<file path="src/rtl/adder_operand_loader.sv">
// Operand loader / result register wrapper around an untimed WIDTH-bit ripple adder.
// Optional signed-overflow output is enabled with the ADDER_LOADER_OVF_EN macro.
module adder_operand_loader #(
  parameter int WIDTH = 100,
  parameter int CHUNK = 25
) (
  input  logic             clk,
  input  logic             rst_n,
  input  logic             in_valid,
  output logic             in_ready,
  input  logic [CHUNK-1:0] in_data,
  input  logic             in_cin,
  output logic [WIDTH-1:0] add_a,
  output logic [WIDTH-1:0] add_b,
  output logic             add_cin,
  input  logic [WIDTH-1:0] add_sum,
  input  logic             add_cout,
  output logic             res_valid,
  input  logic             res_ready,
  output logic [WIDTH-1:0] res_sum,
  output logic             res_cout,
  output logic             res_ovf
);

  localparam int NCHUNK = WIDTH / CHUNK;
  localparam int CW     = (NCHUNK > 1) ? $clog2(NCHUNK) : 1;
  localparam logic [CW-1:0] LAST_BEAT = CW'(NCHUNK - 1);

  if ((WIDTH % CHUNK) != 0) begin : g_bad_chunk
    $error("adder_operand_loader: WIDTH must be a multiple of CHUNK");
  end

  typedef enum logic [1:0] {
    LOAD_A  = 2'd0,
    LOAD_B  = 2'd1,
    COMPUTE = 2'd2,
    RESULT  = 2'd3
  } state_t;

  state_t           r_state;
  logic [CW-1:0]    r_cnt;
  logic [WIDTH-1:0] r_add_a;
  logic [WIDTH-1:0] r_add_b;
  logic             r_add_cin;
  logic [WIDTH-1:0] r_res_sum;
  logic             r_res_cout;
  logic             r_res_valid;
  logic             r_in_ready;
`ifdef ADDER_LOADER_OVF_EN
  logic             r_res_ovf;
`endif

  logic w_beat;
  logic w_res_xfer;

  assign w_beat     = in_valid & r_in_ready;
  assign w_res_xfer = r_res_valid & res_ready;

  // Operand collection, adder settle cycle and result hand-off.
  always_ff @(posedge clk or negedge rst_n) begin
    if (!rst_n) begin
      r_state     <= LOAD_A;
      r_cnt       <= '0;
      r_add_a     <= '0;
      r_add_b     <= '0;
      r_add_cin   <= 1'b0;
      r_res_sum   <= '0;
      r_res_cout  <= 1'b0;
      r_res_valid <= 1'b0;
      r_in_ready  <= 1'b0;
`ifdef ADDER_LOADER_OVF_EN
      r_res_ovf   <= 1'b0;
`endif
    end else begin
      case (r_state)
        LOAD_A: begin
          r_in_ready <= 1'b1;
          if (w_beat) begin
            r_add_a[r_cnt*CHUNK +: CHUNK] <= in_data;
            if (r_cnt == '0) begin
              r_add_cin <= in_cin;
            end
            if (r_cnt == LAST_BEAT) begin
              r_cnt   <= '0;
              r_state <= LOAD_B;
            end else begin
              r_cnt <= r_cnt + CW'(1);
            end
          end
        end
        LOAD_B: begin
          if (w_beat) begin
            r_add_b[r_cnt*CHUNK +: CHUNK] <= in_data;
            if (r_cnt == LAST_BEAT) begin
              r_cnt      <= '0;
              r_in_ready <= 1'b0;
              r_state    <= COMPUTE;
            end else begin
              r_cnt <= r_cnt + CW'(1);
            end
          end
        end
        // Adder outputs have had a full cycle to ripple from the final B beat.
        COMPUTE: begin
          r_res_sum   <= add_sum;
          r_res_cout  <= add_cout;
`ifdef ADDER_LOADER_OVF_EN
          r_res_ovf   <= (r_add_a[WIDTH-1] == r_add_b[WIDTH-1]) &
                         (add_sum[WIDTH-1] != r_add_a[WIDTH-1]);
`endif
          r_res_valid <= 1'b1;
          r_state     <= RESULT;
        end
        RESULT: begin
          if (w_res_xfer) begin
            r_res_valid <= 1'b0;
            r_in_ready  <= 1'b1;
            r_state     <= LOAD_A;
          end
        end
        default: begin
          r_state     <= LOAD_A;
          r_cnt       <= '0;
          r_res_valid <= 1'b0;
          r_in_ready  <= 1'b0;
        end
      endcase
    end
  end

  assign in_ready  = r_in_ready;
  assign add_a     = r_add_a;
  assign add_b     = r_add_b;
  assign add_cin   = r_add_cin;
  assign res_valid = r_res_valid;
  assign res_sum   = r_res_sum;
  assign res_cout  = r_res_cout;
`ifdef ADDER_LOADER_OVF_EN
  assign res_ovf   = r_res_ovf;
`else
  assign res_ovf   = 1'b0;
`endif

endmodule
</file>
<file path="config.mk">
export PLATFORM = sky130hd
export DESIGN_NAME = adder_operand_loader
export DESIGN_NICKNAME = d
export VERILOG_FILES = /design/src/rtl/adder_operand_loader.sv
export SDC_FILE = /design/constraint.sdc
export NUM_CORES = 1
export LEC_CHECK = 0
export BUFFER_PORTS_ARGS = -buffer_cell sky130_fd_sc_hd__buf_4
export CORE_ASPECT_RATIO = 0.7
export CORE_MARGIN = 2
export CORE_UTILIZATION = 45
export CTS_BUF_LIST = sky130_fd_sc_hd__clkbuf_8
export DETAILED_ROUTE_END_ITERATION = 7
export PLACE_DENSITY = 0.78
export SLEW_MARGIN = 20
export SYNTH_ARGS = -nofsm -noshare
export SYNTH_HDL_FRONTEND = slang
export SYNTH_SLANG_ARGS = --single-unit
export TNS_END_PERCENT = 10
</file>
<file path="constraint.sdc">
create_clock -name clk -period 2.25 [get_ports clk]
set_input_delay 0.1125 -clock clk [delete_from_list [all_inputs] [get_ports clk]]
set_output_delay 0.1125 -clock clk [all_outputs]
set_load 0.01 [all_outputs]
</file>
==> results of run 1 <==
==> final timing paths <==
path                               endpoint  slack, ns  cells past startpoint
worst min register to register    add_a[84]       0.48                      2
worst min-delay path            res_sum[65]       0.07                      2
max in group asynchronous       res_sum[14]       1.38                      3
min in group clk                  res_valid       0.31                      3
worst max register to register    add_a[23]       0.28                      6
worst max-delay path              add_a[23]       0.28                      6
==> logic make-up after synthesis <==
kind of cell               after synthesis  synth area share, %
and+or+nand+nor                        321                10.71
other                                    1              0.03225
DFF                                    308                66.29
AOI/OAI and AO/OA                      208                9.114
muxes                                  105                10.16
buffers and inverters                   68                2.410
adders and majority gates               12                1.291
==> stage by stage <==
step | instance area (um^2) | cells
2_1_floorplan | 11630 | 1023
3_3_place_gp | 15390 | 1748
3_5_place_dp | 15390 | 1748
4_1_cts | 17620 | 1959
5_1_grt | 17620 | 1959
6_report | 17620 | 1959
==> cells in the final DEF (no fill, tap or decap), types with 3 or more instances in the layout <==
cell type,synthesis,final
buf_12,0,12
inv_1,6,21
buf_4,1,443
o21ai_0,198,198
dfrtp_1,308,308
clkbuf_8,0,61
nand2_1,307,305
ha_1,12,11
mux2_2,103,103
clkinv_2,0,3
dlygate4sd3_1,0,130
nand3_1,5,5
==> sequential cells by signal (all words and copies together), names as in the netlist <==
signal,cells
add_a,100
r_cnt,2
add_cin,1
in_ready,1
add_b,100
r_state,2
res_sum,100
res_valid,1
res_cout,1
==> area by class of cell <==
class	count	share of cell area, %
Multi-Input combinational cell	647	20.82
Timing Repair Buffer	586	27.71
Clock inverter	20	0.4970
Tap cell	331	2.350
Inverter	6	0.1278
Clock buffer	61	4.764
Sequential cell	308	43.74
==> metal layers <==
layer | track usage, % | share of wire [%]
met1 | 37.05 | 40
met2 | 45.72 | 48
met3 | 8.392 | 9.1
met4 | 10.69 | 3.3
met5 | 0 | 0
==> where the power goes <==
group | total (mW) | internal, mW | switching (mW) | leakage, nW
Sequential | 9.27 | 7.88 | 1.39 | 4.02
Combinational | 10.2 | 5.17 | 5.05 | 4.03
Clock | 4.61 | 2.42 | 2.19 | 0.535
Total | 24.1 | 15.5 | 8.64 | 8.58
==> what timing repair did <==
item | CTS | global route
gates resized for setup | 0 | 0
hold buffers | 130 | 0
hold endpoints to repair | 611 | 0
==> summary.txt, run 1 <==
Timing
  – Slew @ Worst Pin: 0.5321 ns
  – Final hold violations: 0
  – Fmax: just over 500 MHz
  – RSZ-0062 raised after global routing: false
  – Min Hold Slack: 0.07175 ns
  – Clk_skew: roughly 0.035 ns
  – Crit share post-route: 87.52%
  – Final Max Tran Viols: 0
  – Relative slew margins: approximately 65%
  – Sum Neg Setup Slack: 0 ns
  – Final Setup Violations: 0
  – Final worst-path setup slack: ~0.28 ns
  – Min Clock Period, post-route: ~2 ns

Layout
  – N_diodes: 0
  – FF/Latch Area: around 7700 um^2
  – Multi-input gate area: about 3700 um^2
  – Layout cells sized above 1: roughly two fifths
  – Final core occ: between 60 and 70%
  – Filler cells: approximately 1800
  – Area Overhead vs Synth: 51.55%
  – Final Net Count: about 1700

Logic synthesis
  – Top cell type by total area after synthesis: dfrtp_1
  – Flops & latches, synth: 308
  – Area contributors post-synth: dfrtp_1 66%, mux2_2 10%, nand2_1 9.9%
  – Most common cell in the synthesized netlist: dfrtp_1
  – Ys async rst share: 100.0%
  – Post-synthesis instance area: roughly 12000 um^2
  – Synthesized Nets: roughly 1200
  – Post-synth EDFFs: 0
  – Avg Cell Area, Syn: approximately 11 um^2
  – Mapped Cells: around 1000
  – Share of the synthesized area in the top cell type: ~66%
  – Register area share after synthesis: roughly 66%
  – Commonest cells in the netlist: 308 x dfrtp_1, 307 x nand2_1, 198 x o21ai_0, 103 x mux2_2, 41 x clkbuf_1
  – Synthesis Warnings: 0
  – Yosys cell types: 25
  – Synth Flop Type: dfrtp_1

Setup path
  – Crit start category: flip-flop
  – CP cell instances: inv_1 -> ha_1 -> nor3b_2 -> buf_4 -> nand2_1 -> o21ai_0
  – Crit path max-delay family: buffers and inverters
  – Crit-path max cell delay: approximately 0.4 ns
  – Cell at the slowest stage of the critical path: ha_1
  – RR Startpoint: r_cnt[0]
  – Critical Path Fanout Max: 25
  – Type of the worst setup path: flip-flop to flip-flop
  – Critical path arrival: 2.45 ns
  – Buffers & Inverters on Critical Path: 2
  – Crit path from: r_cnt[0]
  – CP required: between 2 and 3 ns
  – Worst Setup End Kind: flip-flop

CTS
  – CTS tree: done
  – Post-CTS Setup Inserts: 0
  – Clock root buffer: clkbuf_8
  – Clock buffer depth: 3
  – Reg clk slew, reported paths: ~0.070 ns
  – CTS H-tree depth: 2
  – Clk_lat worst skew: 0.58 ns
  – CTS Sinks: 308
  – Cts bufs inserted: between 40 and 50

Floorplanning
  – Die X: around 200 um
  – Die Y-Extent: 138.5 um
  – Initial Util: about 45%
  – Row cnt: 49
  – Die area: 27160 um^2
  – # IOs: 436
  – Core area: between 20000 and 30000 um^2

GRT
  – Largest net degree at the start of global routing: 67
  – Vias in the first global route: approximately 10000
  – Initial antenna violation count: 1
  – GRT overflow: 0
  – First-pass GRT wire length: just under 60000 um
  – GRT Total Usage: 28.54%

Power
  – Pwr Total: about 24 mW
  – P per Cell Area: between 1000 and 1500 nW/um^2
  – Pleak: ~8.6 nW
  – Maximum vdd ir drop: roughly 0.87 mV

Route
  – ANT nets after route: 0
  – DRC Markers: 0
  – Detailed Route Iter0 Violations: between 500 and 600
  – Post-Route WL: between 30000 and 40000 um
  – Wire per inst: 19.75 um
  – Detailed Routing Iterations Pass 1: 5
  – Vias: between 9000 and 10000
  – Vias per inst: ~5

Run status
  – Status: finished, final reports clean

Hold path
  – Hold/Removal Path Class: primary input to asynchronous set/reset pin

Placement
  – Setup WS pre-CTS: 0.3213 ns
  – HPWL after DPL: between 20000 and 30000 um
  – GP Congestion: between 0.8 and 0.9
  – Port buffer count: around 430

Job
  – Max Cap Viol: 0
(Power assumes the default switching activity.)
==> inputs of run 2 (changes only) <==
- ABC_AREA: not set -> 1
- PLACE_DENSITY: 0.78 -> 0.77
==> summary.txt, run 2 <==
Run status
  – Status: finished, final reports clean

Layout
  – Leading cell types in the layout, fill and taps excluded: 457 x buf_4, 417 x nand2_1, 308 x dfrtp_1
  – Final core occ: 64.42%
  – Layout cells sized above 1: 35.09%
  – Area Overhead vs Synth: 41.91%
  – Commonest non-fill, non-tap cell in the layout: buf_4
  – Filler cells: about 2300
  – N_diodes: 0
  – Final Net Count: just under 2000

Hold path
  – Hold Crit Depth: 5
  – Hold_sp: in_data[24]
  – Hold/Removal Path Class: primary input to flip-flop
  – Worst Hold End: add_b[24]

Logic synthesis
  – Largest family of logic cells by synthesized area: simple AND/OR/NAND/NOR gates
  – Mux share of post-synthesis cell area: 8.732%
  – Share of the synthesized area in the top cell type: ~59%
  – Register area share after synthesis: between 50% and 60%
  – Commonest cells in the netlist: 417 x nand2_1, 308 x dfrtp_1, 198 x o21ai_1, 101 x mux2_2, 52 x nor2_1
  – Post-synthesis compound-gate area fraction: 8.060%
  – Post-synth EDFFs: 0
  – Flops & latches, synth: roughly 310
  – Ys async rst share: 100.0%
  – Yosys cell types: 28
  – Area contributors post-synth: dfrtp_1 59%, nand2_1 12%, mux2_2 8.7%
  – Synth Flop Type: dfrtp_1
  – Mapped Cells: about 1300
  – Top cell type by total area after synthesis: dfrtp_1
  – Simple-Gate Fraction of Synth Area: 16.99%
  – Post-synthesis instance area: between 10000 and 15000 um^2
  – Synthesized Nets: 1437
  – Avg Cell Area, Syn: 10.07 um^2
  – Most common cell in the synthesized netlist: nand2_1
  – Synthesis Warnings: 0
  – Adder-Cell Fraction of Synth Area: under 10%
  – Post-synthesis xor/xnor area fraction: 0%

Floorplanning
  – Initial Util: between 40 and 50%
  – Core area: 28690 um^2
  – Die X: about 210 um
  – Row cnt: 52
  – # IOs: 436
  – Die area: around 30000 um^2
  – Die Y-Extent: 146.3 um

Setup path
  – CP required: approximately 2.8 ns
  – Critical Path Fanout Max: 31
  – Depth of the most critical reg-to-reg path: 6
  – Crit-path max cell delay: between 0.5 and 0.6 ns
  – Worst Setup End Kind: flip-flop
  – Crit path max-delay family: simple AND/OR/NAND/NOR gates
  – Buffers & Inverters on Critical Path: 1
  – RR Startpoint: r_state[1]
  – Type of the worst setup path: flip-flop to flip-flop
  – Cell at the slowest stage of the critical path: nor2_4
  – Crit start category: flip-flop
  – CP cell instances: inv_1 -> ha_1 -> nand2_8 -> nor2_4 -> nand2_1 -> nand2_1
  – Reg2reg setup slack: ~0.18 ns
  – Most frequent CP cell: nand2_1
  – Critical path arrival: about 2.6 ns
  – RR Endpoint: add_b[32]

GRT
  – M3 GR Usage: under 10%
  – GRT Max-Usage Layer: met2
  – GRT overflow: 0
  – Largest net degree at the start of global routing: between 60 and 70
  – GR Util met2: between 40% and 50%
  – GR Util met1: around two fifths
  – First-pass GRT wire length: 69020 um
  – GRT Total Usage: 29.23%
  – Initial antenna violation count: 1
  – Vias in the first global route: around 12000

CTS
  – CTS H-tree depth: 2
  – CTS tree: done
  – Reg clk slew, reported paths: 0.07 ns
  – Clock buffer depth: 3
  – Clock root buffer: clkbuf_8
  – Cts bufs inserted: 48
  – Clk_lat worst skew: about 0.59 ns
  – CTS Sinks: between 300 and 400

Power
  – Pleak: around 10 nW
  – Maximum vdd ir drop: roughly 0.72 mV
  – P per Cell Area: 1338 nW/um^2

Timing
  – Fmax: approximately 480 MHz
  – Clk_skew: 0.03693 ns
  – Crit share post-route: between 90% and 100%
  – Final hold violations: 0
  – Slew @ Worst Pin: ~0.63 ns
  – Final Max Tran Viols: 0
  – Sum Neg Setup Slack: 0 ns
  – Relative slew margins: between 50 and 60%
  – Min Clock Period, post-route: 2.073 ns
  – RSZ-0062 raised after global routing: true
  – Final Setup Violations: 0

Route
  – Post-Route WL: around 45000 um
  – ANT nets after route: 0
  – Wire per inst: 20.06 um
  – Vias per inst: slightly above 5
  – Detailed Route Iter0 Violations: around 930
  – Vias: around 12000
  – Detailed Routing Iterations Pass 1: 7
  – DRC Markers: 0

Placement
  – GP Congestion: 0.8371
  – HPWL after DPL: just under 30000 um
  – Port buffer count: approximately 430

Job
  – Max Cap Viol: 0
-- run 2: cell count changes in the layout (fill, tap and decap cells not counted), moves of 33 or more --
cell     delta
inv_1      +33
nand2_1   +112
nor2_1     +50
nor3_1     +49
o21ai_0   -191
o21ai_1   +196
-- run 2: worst max-delay path by stage --
stage                          start        end  slack [ns]  depth (start not counted)
after floorplan             r_cnt[0]  add_a[10]        0.44                         10
after global placement    r_state[0]  add_a[16]        0.15                          6
after detailed placement  r_state[0]   add_a[2]        0.09                          6
after CTS                   r_cnt[0]   add_b[0]        0.06                          8
after global routing        r_cnt[0]  add_b[31]      -0.005                          8
final                     r_state[1]  add_b[32]        0.18                          6
-- run 2: metrics by stage --
step | setup WS, ns | hold WS, ns | instance area, um^2 | cells | power (mW)
finish | 0.1774 | 0.01926 | 18480 | 2242 | 24.72
global route | -0.005207 | 0.04210 | 18480 | 2242 | 26.11
CTS | 0.06146 | 0.0009634 | 18450 | 2240 | 24.50
detailed placement | 0.09380 | 0.1143 | 16530 | 2054 | 19.92
global placement | 0.1501 | 0.1153 | 16530 | 2054 | 19.61
floorplan | 0.4429 | -0.1831 | 13030 | 1294 | 14.71
-- run 2: what timing repair did --
action / 4_1_cts / 5_1_grt
endpoints found under the hold margin: 416 / 0
setup buffers: 0 / 0
hold buffers: 106 / 0
gates resized for setup: 0 / 4
endpoints found under the setup margin: 0 / 78
-- run 2: cell type report --
class | count | area [um^2] | area share (%)
clock buffer | 54 | 743.2 | 4.021
clock inverter | 26 | 112.6 | 0.6092
inverter | 40 | 157.7 | 0.8529
multi-input combinational | 863 | 4603 | 24.90
sequential | 308 | 7707 | 41.70
tap | 378 | 473.0 | 2.559
timing repair buffer | 573 | 4687 | 25.36
-- run 2: where the power goes --
| group | leakage [nW] | total, mW | internal, mW | switching, mW |
|---|---|---|---|---|
| Clock | 0.514 | 4.40 | 2.18 | 2.22 |
| Sequential | 4.03 | 9.16 | 7.72 | 1.43 |
| Combinational | 5.39 | 11.2 | 5.05 | 6.11 |
-- run 2: worst reg2reg max path, stage by stage (launching register included) --
cell	delay, ns
dfrtp_1	0.45
inv_1	0.15
ha_1	0.31
nand2_8	0.24
nor2_4	0.55
nand2_1	0.18
nand2_1	0.12
-- run 2: logic make-up (layout without fill, tap and decap cells) --
family / count (synthesis) / count (layout)
buf+inv: 125 / 693
simple gates: 539 / 541
fa+ha+maj: 12 / 12
flops: 308 / 308
mux: 101 / 101
compound gates: 208 / 208
other cells: 1 / 1
-- run 2: metal layers --
| layer | wire length [um] | part of all wire (%) | up-vias |
|---|---|---|---|
| met5 | 13 | 0.029 | - |
| met2 | 20980 | 47 | 591 |
| met4 | 1622 | 3.6 | 2 |
| met1 | 17870 | 40 | 5647 |
| met3 | 4475 | 10 | 105 |
| li1 | - | - | 5307 |
==> inputs of run 3 (changes only) <==
- PLACE_DENSITY: 0.77 -> 0.79
- clock period: 2.25 -> 1.7 ns (I/O delays scaled with it)
==> summary.txt, run 3 (synthesis results as in run 2) <==
Timing
  – Final Setup Violations: 1
  – Final hold violations: 0
  – RSZ-0062 raised after global routing: true
  – Relative slew margins: 61.24%
  – Sum Neg Setup Slack: -0.001566 ns
  – Fmax: between 500 and 600 MHz
  – Slew @ Worst Pin: 0.5808 ns
  – Min Clock Period, post-route: 1.702 ns
  – Final worst-path setup slack: -0.001566 ns
  – Crit share post-route: 100.1%
  – Final Max Tran Viols: 0
  – Min Hold Slack: roughly 0.055 ns
  – Clk_skew: 0.03156 ns

Placement
  – Port buffer count: ~430
  – Placed Instances: roughly 2100
  – HPWL after DPL: roughly 29000 um
  – GP Congestion: around 0.9
  – Setup WS pre-CTS: -0.04118 ns
  – Placed cell areas: ~17000 um^2

Floorplanning
  – Die area: 30340 um^2
  – Die X: roughly 210 um
  – Initial Util: a little under half
  – # IOs: around 440
  – Core area: 28690 um^2
  – Die Y-Extent: about 150 um
  – Row cnt: 52

Layout
  – Commonest non-fill, non-tap cell in the layout: buf_4
  – Final Net Count: approximately 2000
  – Layout cells sized above 1: a little under two fifths
  – Fin cells: about 2300
  – Area Overhead vs Synth: 46.98%
  – Final core occ: about 67%
  – Design Area, Final: ~19000 um^2
  – Filler cells: 2193
  – Leading cell types in the layout, fill and taps excluded: 458 x buf_4, 417 x nand2_1, 308 x dfrtp_1

CTS
  – Reg clk slew, reported paths: roughly 0.060 ns
  – Clock buffer depth: 3
  – CTS Sinks: between 300 and 400
  – Post-CTS Setup Inserts: 0
  – Clock root buffer: clkbuf_8
  – CTS H-tree depth: 2
  – Clk_lat worst skew: between 0.5 and 0.6 ns
  – CTS tree: done
  – Cts bufs inserted: 49

Route
  – Detailed Routing Iterations Pass 1: 5
  – Vias per inst: about 5.2
  – Post-Route WL: around 45000 um
  – Wire per inst: approximately 20 um
  – Vias: between 10000 and 15000
  – DRC Markers: 0
  – ANT nets after route: 0
  – Detailed Route Iter0 Violations: between 800 and 900

Power
  – Pwr Total: ~35 mW
  – Seq pwr share: between 30% and 40%
  – Pleak: a little over 10 nW
  – Maximum vdd ir drop: about 1 mV
  – NetSw: between 10 and 15 mW
  – P per Cell Area: 1810 nW/um^2
  – Clk pwr share: about a fifth
  – Switch share: between 30% and 40%
  – Combinational power share: about 45%
  – Internal Power: approximately 21 mW

Setup path
  – Critical Path Fanout Max: 12
  – Depth of the most critical reg-to-reg path: 6
  – Critical path arrival: between 2 and 2.5 ns
  – Reg2reg setup slack: -0.002 ns
  – Worst Setup End Kind: flip-flop
  – CP required: between 2 and 2.5 ns
  – Crit start category: flip-flop
  – Type of the worst setup path: flip-flop to flip-flop

GRT
  – GRT Total Usage: between 20 and 30%
  – Initial antenna violation count: 1
  – First-pass GRT wire length: a little under 70000 um
  – Largest net degree at the start of global routing: 53
  – Vias in the first global route: 11830
  – GRT overflow: 0

Hold path
  – Hold/Removal Path Class: primary input to flip-flop
  – Hold Crit Depth: 5

Run status
  – Status: complete, but fails checks
  – Failing checks: negative setup slack

Job
  – Max Cap Viol: 0
-- run 3: path summary, 6_finish.rpt --
path                                    end        from
worst min register to register    add_a[50]   add_a[50]
worst max register to register    add_a[53]    r_cnt[0]
max in group asynchronous       res_sum[20]       rst_n
worst min-delay path               add_a[2]  in_data[2]
worst max-delay path              add_a[53]    r_cnt[0]
min in group asynchronous       res_sum[21]       rst_n
-- run 3: metal layers --
layer  vias to the layer above  wire length (um)  global-route usage [%]
li1                       5359                 -                       -
met3                        92              4269                   7.055
met2                       621             21410                   46.27
met1                      5794             18390                   39.32
met4                         0              1192                   9.214
met5                         -                 0                       0
-- run 3: cell type report --
class / count / area (um^2) / area share (%)
inverter: 40 / 165.2 / 0.8627
antenna: 1 / 2.502 / 0.01307
clock inverter: 18 / 152.6 / 0.7973
clock buffer: 69 / 949.7 / 4.960
tap: 378 / 473.0 / 2.470
multi-input combinational: 866 / 4783 / 24.99
timing repair buffer: 589 / 4911 / 25.65
sequential: 308 / 7707 / 40.26
-- run 3: repair_timing --
| action | in CTS | in global routing |
|---|---|---|
| hold buffers | 110 | 0 |
| hold endpoints to repair | 421 | 0 |
| endpoints found under the setup margin | 83 | 157 |
| gates resized for setup | 6 | 38 |
| pin swaps | 2 | 4 |
| cloned | 1 | 4 |
-- run 3: worst max-delay path: stages (launching register included) --
cell,delay (ns)
dfrtp_1,0.39
inv_2,0.13
ha_1,0.19
inv_1,0.21
nor2_2,0.53
nand2_1,0.10
nand2_1,0.09
-- run 3: power by group through the flow --
| stage | Sequential [mW] | Combinational [mW] | Clock, mW |
|---|---|---|---|
| floorplan | 13.1 | 6.46 | 0 |
| global placement | 12.0 | 14.4 | 0 |
| detailed placement | 12.1 | 14.7 | 0 |
| CTS | 12.0 | 15.0 | 7.14 |
| global route | 12.4 | 16.6 | 7.51 |
| finish | 12.1 | 15.5 | 7.03 |
